--- src/rtl/uart_rx_param_if.sv ---
// uart_rx_param_if: host-side word handshake of uart_rx_param; parity signals exist only with UART_RX_PARITY_EN.
interface uart_rx_param_if #(parameter int DATA_BITS = 8);
    logic [DATA_BITS-1:0] rx_data;
    logic                 rx_valid;
    logic                 frame_err;
    logic                 overrun;
    logic                 rx_ack;
`ifdef UART_RX_PARITY_EN
    logic                 parity_odd;
    logic                 parity_err;
    modport master (output rx_data, rx_valid, frame_err, overrun, parity_err, input rx_ack, parity_odd);
    modport slave  (input rx_data, rx_valid, frame_err, overrun, parity_err, output rx_ack, parity_odd);
`else
    modport master (output rx_data, rx_valid, frame_err, overrun, input rx_ack);
    modport slave  (input rx_data, rx_valid, frame_err, overrun, output rx_ack);
`endif
endinterface

--- src/rtl/uart_rx_param.sv ---
// uart_rx_param: parametrised UART receiver, 3-sample mid-bit vote, framing/overrun flags, valid/ack handshake.
// Parity checking is built in when UART_RX_PARITY_EN is defined.
module uart_rx_param #(
    parameter int DATA_BITS   = 8,
    parameter int OVERSAMPLE  = 16,
    parameter int STOP_BITS   = 1,
    parameter int SYNC_STAGES = 2
) (
    input  logic             rx_clk,
    input  logic             reset_n,
    input  logic             rxd,
    uart_rx_param_if.master  rx
);
    localparam int M  = OVERSAMPLE / 2;
    localparam int CW = $clog2(OVERSAMPLE);
    localparam int BW = $clog2(DATA_BITS);
`ifdef UART_RX_PARITY_EN
    typedef enum logic [2:0] {IDLE, START, DATA, PARITY, STOP, BREAK} state_t;
`else
    typedef enum logic [2:0] {IDLE, START, DATA, STOP, BREAK} state_t;
`endif
    state_t               state_q, state_d;
    logic [SYNC_STAGES-1:0] sync_q, sync_d;
    logic                 p_q, p_d;
    logic [CW-1:0]        cnt_q, cnt_d;
    logic [BW-1:0]        bit_idx_q, bit_idx_d;
    logic                 stop_idx_q, stop_idx_d;
    logic                 stop_ok_q, stop_ok_d;
    logic [1:0]           smp_q, smp_d;
    logic                 vote_q, vote_d;
    logic [DATA_BITS-1:0] shift_q, shift_d;
    logic [DATA_BITS-1:0] rx_data_q, rx_data_d;
    logic                 rx_valid_q, rx_valid_d;
    logic                 frame_err_q, frame_err_d;
    logic                 overrun_q, overrun_d;
`ifdef UART_RX_PARITY_EN
    logic                 par_bad_q, par_bad_d;
    logic                 parity_err_q, parity_err_d;
`endif
    logic s, vote_now, bit_end, last_bit, done, any_ok, ack;

    assign s        = sync_q[SYNC_STAGES-1];
    assign vote_now = (smp_q[0] & smp_q[1]) | (smp_q[0] & s) | (smp_q[1] & s);
    assign bit_end  = cnt_q == CW'(OVERSAMPLE - 1);
    assign last_bit = bit_idx_q == BW'(DATA_BITS - 1);
    // The final stop bit is decided at mid-bit so a following start edge is not missed.
    assign done     = state_q == STOP && stop_idx_q == 1'(STOP_BITS - 1) && cnt_q == CW'(M + 1);
    assign any_ok   = vote_now | (STOP_BITS > 1 && stop_ok_q);
    assign ack      = rx.rx_ack && rx_valid_q;

    always_ff @(posedge rx_clk or negedge reset_n) begin
        if (!reset_n) begin
            state_q      <= IDLE;
            sync_q       <= '1;
            p_q          <= 1'b1;
            cnt_q        <= '0;
            bit_idx_q    <= '0;
            stop_idx_q   <= 1'b0;
            stop_ok_q    <= 1'b0;
            smp_q        <= '0;
            vote_q       <= 1'b0;
            shift_q      <= '0;
            rx_data_q    <= '0;
            rx_valid_q   <= 1'b0;
            frame_err_q  <= 1'b0;
            overrun_q    <= 1'b0;
`ifdef UART_RX_PARITY_EN
            par_bad_q    <= 1'b0;
            parity_err_q <= 1'b0;
`endif
        end else begin
            state_q      <= state_d;
            sync_q       <= sync_d;
            p_q          <= p_d;
            cnt_q        <= cnt_d;
            bit_idx_q    <= bit_idx_d;
            stop_idx_q   <= stop_idx_d;
            stop_ok_q    <= stop_ok_d;
            smp_q        <= smp_d;
            vote_q       <= vote_d;
            shift_q      <= shift_d;
            rx_data_q    <= rx_data_d;
            rx_valid_q   <= rx_valid_d;
            frame_err_q  <= frame_err_d;
            overrun_q    <= overrun_d;
`ifdef UART_RX_PARITY_EN
            par_bad_q    <= par_bad_d;
            parity_err_q <= parity_err_d;
`endif
        end
    end

    always_comb begin
        state_d = state_q;
        case (state_q)
            IDLE:   if (!s && p_q) state_d = START;
            START:  if (bit_end) state_d = vote_q ? IDLE : DATA;
`ifdef UART_RX_PARITY_EN
            DATA:   if (bit_end && last_bit) state_d = PARITY;
            PARITY: if (bit_end) state_d = STOP;
`else
            DATA:   if (bit_end && last_bit) state_d = STOP;
`endif
            STOP:   if (done) state_d = any_ok ? IDLE : BREAK;
            BREAK:  if (s) state_d = IDLE;
            default: state_d = IDLE;
        endcase
    end

    always_comb begin
        sync_d       = {sync_q[SYNC_STAGES-2:0], rxd};
        p_d          = s;
        cnt_d        = (state_q == IDLE || state_q == BREAK || done || bit_end) ? '0 : cnt_q + 1'b1;
        smp_d        = {cnt_q == CW'(M) ? s : smp_q[1], cnt_q == CW'(M - 1) ? s : smp_q[0]};
        vote_d       = cnt_q == CW'(M + 1) ? vote_now : vote_q;
        shift_d      = (state_q == DATA && bit_end) ? {vote_q, shift_q[DATA_BITS-1:1]} : shift_q;
        bit_idx_d    = state_q != DATA ? '0 : !bit_end ? bit_idx_q : last_bit ? '0 : bit_idx_q + 1'b1;
        stop_idx_d   = state_q != STOP ? 1'b0 : bit_end ? 1'b1 : stop_idx_q;
        stop_ok_d    = (state_q == STOP && bit_end) ? vote_q : stop_ok_q;
        rx_data_d    = done ? shift_q : rx_data_q;
        rx_valid_d   = done | (rx_valid_q & ~ack);
        frame_err_d  = done ? ~any_ok : frame_err_q;
        overrun_d    = done ? (rx_valid_q & ~ack) : (overrun_q & ~ack);
`ifdef UART_RX_PARITY_EN
        par_bad_d    = (state_q == PARITY && bit_end) ? (vote_q != (^shift_q ^ rx.parity_odd)) : par_bad_q;
        parity_err_d = done ? par_bad_q : parity_err_q;
`endif
    end

    assign rx.rx_data   = rx_data_q;
    assign rx.rx_valid  = rx_valid_q;
    assign rx.frame_err = frame_err_q;
    assign rx.overrun   = overrun_q;
`ifdef UART_RX_PARITY_EN
    assign rx.parity_err = parity_err_q;
`endif
endmodule

--- src/flat_wrapper.sv ---
// flat-port wrapper written by rule: the top's interface ports become plain ports
module uart_rx_param_flat 
#(
    parameter int DATA_BITS   = 8,
    parameter int OVERSAMPLE  = 16,
    parameter int STOP_BITS   = 1,
    parameter int SYNC_STAGES = 2
)
  (rx_clk, reset_n, rxd, rx_rx_data, rx_rx_valid, rx_frame_err, rx_overrun, rx_rx_ack);
  uart_rx_param_if #(.DATA_BITS(DATA_BITS)) rx_i ();
  input  logic rx_clk;
  input  logic reset_n;
  input  logic rxd;
  output wire logic [$bits(rx_i.rx_data)-1:0] rx_rx_data;
  output wire logic [$bits(rx_i.rx_valid)-1:0] rx_rx_valid;
  output wire logic [$bits(rx_i.frame_err)-1:0] rx_frame_err;
  output wire logic [$bits(rx_i.overrun)-1:0] rx_overrun;
  input wire logic [$bits(rx_i.rx_ack)-1:0] rx_rx_ack;
  assign rx_rx_data = rx_i.rx_data;
  assign rx_rx_valid = rx_i.rx_valid;
  assign rx_frame_err = rx_i.frame_err;
  assign rx_overrun = rx_i.overrun;
  assign rx_i.rx_ack = rx_rx_ack;
  uart_rx_param #(.DATA_BITS(DATA_BITS), .OVERSAMPLE(OVERSAMPLE), .STOP_BITS(STOP_BITS), .SYNC_STAGES(SYNC_STAGES)) u_core (.rx_clk(rx_clk), .reset_n(reset_n), .rxd(rxd), .rx(rx_i));
endmodule
--- config.mk ---
export PLATFORM = sky130hd
export DESIGN_NAME = uart_rx_param_flat
export DESIGN_NICKNAME = d
export VERILOG_FILES = /design/src/rtl/uart_rx_param_if.sv /design/src/rtl/uart_rx_param.sv /design/src/flat_wrapper.sv
export SDC_FILE = /design/constraint.sdc
export NUM_CORES = 1
export LEC_CHECK = 0
export CORE_MARGIN = 2
export CORE_UTILIZATION = 35
export CTS_BUF_LIST = sky130_fd_sc_hd__clkbuf_8
export DETAILED_ROUTE_END_ITERATION = 6
export SYNTH_ARGS = -nofsm -noshare
export SYNTH_HDL_FRONTEND = slang
export SYNTH_SLANG_ARGS = --single-unit
--- constraint.sdc ---
create_clock -name rx_clk -period 1.9 [get_ports rx_clk]
set_input_delay 0.19 -clock rx_clk [delete_from_list [all_inputs] [get_ports rx_clk]]
set_output_delay 0.19 -clock rx_clk [all_outputs]
set_load 0.02 [all_outputs]
==> impl_metrics.py <==
metrics = {
    "placed_design": {
        "place.port_buffers": 14,
        "dpl-instance-area_um2": 1748,
        "detailed_place_hpwl_um": 1744,
        "place_congestion": 0.8353,
    },
    "worst_setup_path": {
        "timing.setup.critical_path_class": "flip-flop to flip-flop",
        "cp_slowest_stage_delay_ps": 390,
        "crit_fanout": 4,
        "worstPathRequired_ps": 2060,
        "path_cells": "inv_1 > ha_1 > and4bb_4 > and3_1 > mux2_2",
        "setup_crit_end_kind": "flip-flop",
        "setup.worst_path.start": "u_core.cnt_q[1]",
        "cp_data_arrival_time_ps": 1860,
        "crit_path_start_kind": "flip-flop",
        "cpMaxStageDelayCell": "sky130_fd_sc_hd__dfrtp_1",
        "worst_r2r_startpoint": "u_core.cnt_q[1]",
    },
    "cells_and_area": {
        "final_common_cell": "sky130_fd_sc_hd__dfrtp_1",
        "layout.cells.most_common_list": "33 x sky130_fd_sc_hd__dfrtp_1, 15 x sky130_fd_sc_hd__nand2_1, 15 x sky130_fd_sc_hd__mux2_2",
        "fill_cells": 421,
        "layout-drive-gt1-share_pct": 25.18,
        "multi_input_area_um2": 611.8,
        "area_delta_synth_final_pct": 19.02,
        "ff_latch_area_um2": 904.6,
        "antenna-diode-count": 0,
        "layout.nets": 147,
        "finish.instance_area_um2": 1856,
    },
    "sta": {
        "final_min_period_over_clock_period_pct": 89.25,
        "post-route-min-period_ps": 1696,
        "timing.fmax_mhz": 589.7,
        "max_slew_margin_pct": 70.93,
        "final_max_slew_viol_count": 0,
        "timing.setup.tns_ps": 0,
        "hold-worst-slack_ps": 315.4,
        "final_hold_viol_count": 0,
        "grt_setup_unrepaired": "false",
        "worstMarginPinSlew_ps": 436.0,
        "report.final.setup_viol": 0,
        "finalClockSkew_ps": 7.673,
    },
    "clocking": {
        "max-clock-path-buffers": 2,
        "postCtsSetupBuffers": 0,
        "clk-insertion-delay-late_ps": 280,
        "cts_htree_levels": 2,
        "clock_sinks": 36,
        "number_of_instances_resized_during_post_cts_repair": 0,
        "clockRootBuffer": "sky130_fd_sc_hd__clkbuf_8",
        "ctsHoldBuffers": 0,
        "tritoncts": "yes",
        "clk_pin_slew_ps": 70,
        "tritoncts.num_buffers": 5,
    },
    "synthesis": {
        "syn_area_per_cell_um2": 13.10,
        "ys.warnings.count": 0,
        "number_of_register_bits_inferred_by_synthesis": 36,
        "post_synth_num_cell_types": 32,
        "synthDominantAreaCellType": "sky130_fd_sc_hd__dfrtp_1",
        "area_share_of_the_largest_cell_type_after_synthesis_pct": 52.97,
        "cell_count_after_synthesis": 119,
        "syn_area_um2": 1559,
        "synth.area.top_cells": "sky130_fd_sc_hd__dfrtp_1 53%, sky130_fd_sc_hd__mux2_2 11%, sky130_fd_sc_hd__dfstp_2 5.1%",
        "synthesis.nets": 128,
        "synth_seq_area_share_pct": 58.03,
    },
    "global_routing": {
        "global_route_wire_length_before_repair_um": 4533,
        "grt.total_usage_pct": 11.82,
        "grt_overflow": 0,
        "number_of_global_route_vias_before_repair": 1003,
        "grt_max_degree": 37,
        "initial_antenna_violation_count": 0,
    },
    "power_and_ir_drop": {
        "leakagePower_nw": 0.8751,
        "combinationalPowerShare_pct": 19.8,
        "worst_ir_drop_vdd_v": 0.0006661,
        "cellPowerDensity_nw_per_um2": 1093,
        "power_frac_seq_pct": 48.6,
        "switching_share_pct": 27.89,
        "switching_power_w": 0.0005655,
        "internal_power_w": 0.001462,
        "p_clk_share_pct": 31.6,
    },
    "outcome": {
        "status": "finished clean",
    },
    "route": {
        "dr.pass1.iters": 4,
        "dr.first_iter.drc_count": 30,
        "total_length_of_routed_wires_um": 2566,
        "avgViaCountPerCell": 4.796,
        "drc_errors": 0,
        "detail-route-antenna-nets": 0,
        "route.vias.total": 916,
        "wl_per_cell_um": 13.43,
    },
    "flow_run": {
        "drv_cap": 0,
    },
    "floorplanning": {
        "start_util_pct": 36.05,
        "row_count": 24,
        "dieHeight_um": 70.74,
        "fp.dieArea_um2": 5004,
        "die_width_um": 70.74,
        "coreArea_um2": 4324,
        "io_pins": 15,
    },
    "min_path": {
        "worst_hold_path_type": "input pin to async pin",
    },
}
==> critical path: cells and delay by family (launching register included) <==
| kind | cells | cell delay [ps] |
|---|---|---|
| fa+ha+maj | 1 | 200 |
| buf+inv | 1 | 90 |
| flops | 1 | 390 |
| mux | 1 | 360 |
| simple gates | 2 | 540 |
==> cell families (layout without fill, tap and decap cells) <==
family                   after synthesis  count (layout)  synth area share [%]
AO/OA/AOI/OAI                          8               8                 3.210
XOR/XNOR                               2               2                 1.124
adder cells (fa/ha/maj)                6               6                 4.655
buffers and inverters                  8              28                 2.729
flip-flops                            36              36                 58.03
multiplexers                          21              21                 15.97
AND/OR/NAND/NOR                       38              38                 14.29
==> layout make-up <==
| class | count | share of cell area (%) |
|---|---|---|
| Clock buffer | 5 | 3.709 |
| Multi-Input combinational cell | 75 | 32.97 |
| Inverter | 5 | 1.011 |
| Timing Repair Buffer | 15 | 7.957 |
| Tap cell | 52 | 3.506 |
| Clock inverter | 3 | 2.090 |
| Sequential cell | 36 | 48.75 |
==> sequential cells by signal, indices dropped and copies added, names as in the netlist <==
signal               flops
u_core.smp_q             2
u_core.cnt_q             4
u_core.rx.rx_valid       1
u_core.shift_q           8
u_core.rx.frame_err      1
u_core.bit_idx_q         3
u_core.rx.rx_data        8
u_core.rx.overrun        1
u_core.p_q               1
u_core.sync_q            2
u_core.stop_idx_q        1
u_core.vote_q            1
u_core.state_q           3
==> routing by layer <==
layer | GRT usage, % | wire length [µm] | share of wire (%) | vias up
met2 | 19.73 | 1270 | 49 | 16
met3 | 3.134 | 78 | 3.0 | 6
met5 | 0 | 0 | 0 | -
li1 | - | - | - | 448
met1 | 13.39 | 1146 | 45 | 446
met4 | 7.547 | 70 | 2.7 | 0
==> stage by stage <==
stage          setup WS, ps  cells  utilization, %  total power, W
5_1_grt               159.4    191           42.91        0.002153
3_5_place_dp          248.1    183           40.42        0.001401
6_report              204.3    191           42.91        0.002027
2_1_floorplan         356.9    119               -        0.001282
3_3_place_gp          262.0    183           40.42        0.001377
4_1_cts               228.9    191           42.91        0.002057
==> cells in the mapped netlist <==
library cell / n
sky130_fd_sc_hd__a21oi_1: 4
sky130_fd_sc_hd__inv_1: 5
sky130_fd_sc_hd__mux2i_1: 2
sky130_fd_sc_hd__nor4b_1: 1
sky130_fd_sc_hd__nor3b_2: 1
sky130_fd_sc_hd__and2b_4: 1
sky130_fd_sc_hd__dfstp_2: 3
sky130_fd_sc_hd__maj3_1: 1
sky130_fd_sc_hd__and2b_1: 1
sky130_fd_sc_hd__xnor2_1: 2
sky130_fd_sc_hd__mux2_4: 4
sky130_fd_sc_hd__and3_1: 5
sky130_fd_sc_hd__o21ai_0: 1
sky130_fd_sc_hd__nand3_1: 3
sky130_fd_sc_hd__and4bb_4: 1
sky130_fd_sc_hd__nor3b_1: 1
sky130_fd_sc_hd__a32oi_1: 1
sky130_fd_sc_hd__dfrtp_1: 33
sky130_fd_sc_hd__nand2_2: 1
sky130_fd_sc_hd__nand2_1: 15
sky130_fd_sc_hd__mux2_2: 15
sky130_fd_sc_hd__nor2_1: 3
sky130_fd_sc_hd__a22o_1: 1
sky130_fd_sc_hd__ha_1: 5
sky130_fd_sc_hd__nand2b_1: 1
sky130_fd_sc_hd__nand3_4: 1
sky130_fd_sc_hd__clkbuf_2: 1
sky130_fd_sc_hd__buf_6: 1
sky130_fd_sc_hd__o211ai_1: 1
sky130_fd_sc_hd__nor3_1: 2
sky130_fd_sc_hd__buf_4: 1
sky130_fd_sc_hd__or3_1: 1
==> power by group through the flow <==
stage	sequential (W)	combinational, W	clock [W]
floorplan	0.000965	0.000317	0
global placement	0.000990	0.000387	0
detailed placement	0.000997	0.000404	0
CTS	0.000985	0.000407	0.000665
global route	0.00100	0.000454	0.000697
finish	0.000985	0.000402	0.000641
==> path summary, 6_finish.rpt <==
check / to / slack [ps] / cells past startpoint
worst max-delay path: u_core.rx.rx_data[0] / 200 / 5
worst min-delay path: u_core.state_q[1] / 320 / 2
worst max register to register: u_core.rx.rx_data[0] / 200 / 5
worst min register to register: u_core.sync_q[1] / 360 / 0
max in group asynchronous: u_core.sync_q[1] / 1240 / 2
min in group rx_clk: u_core.sync_q[0] / 320 / 1
No activity file was read; power rests on OpenSTA's default activity.
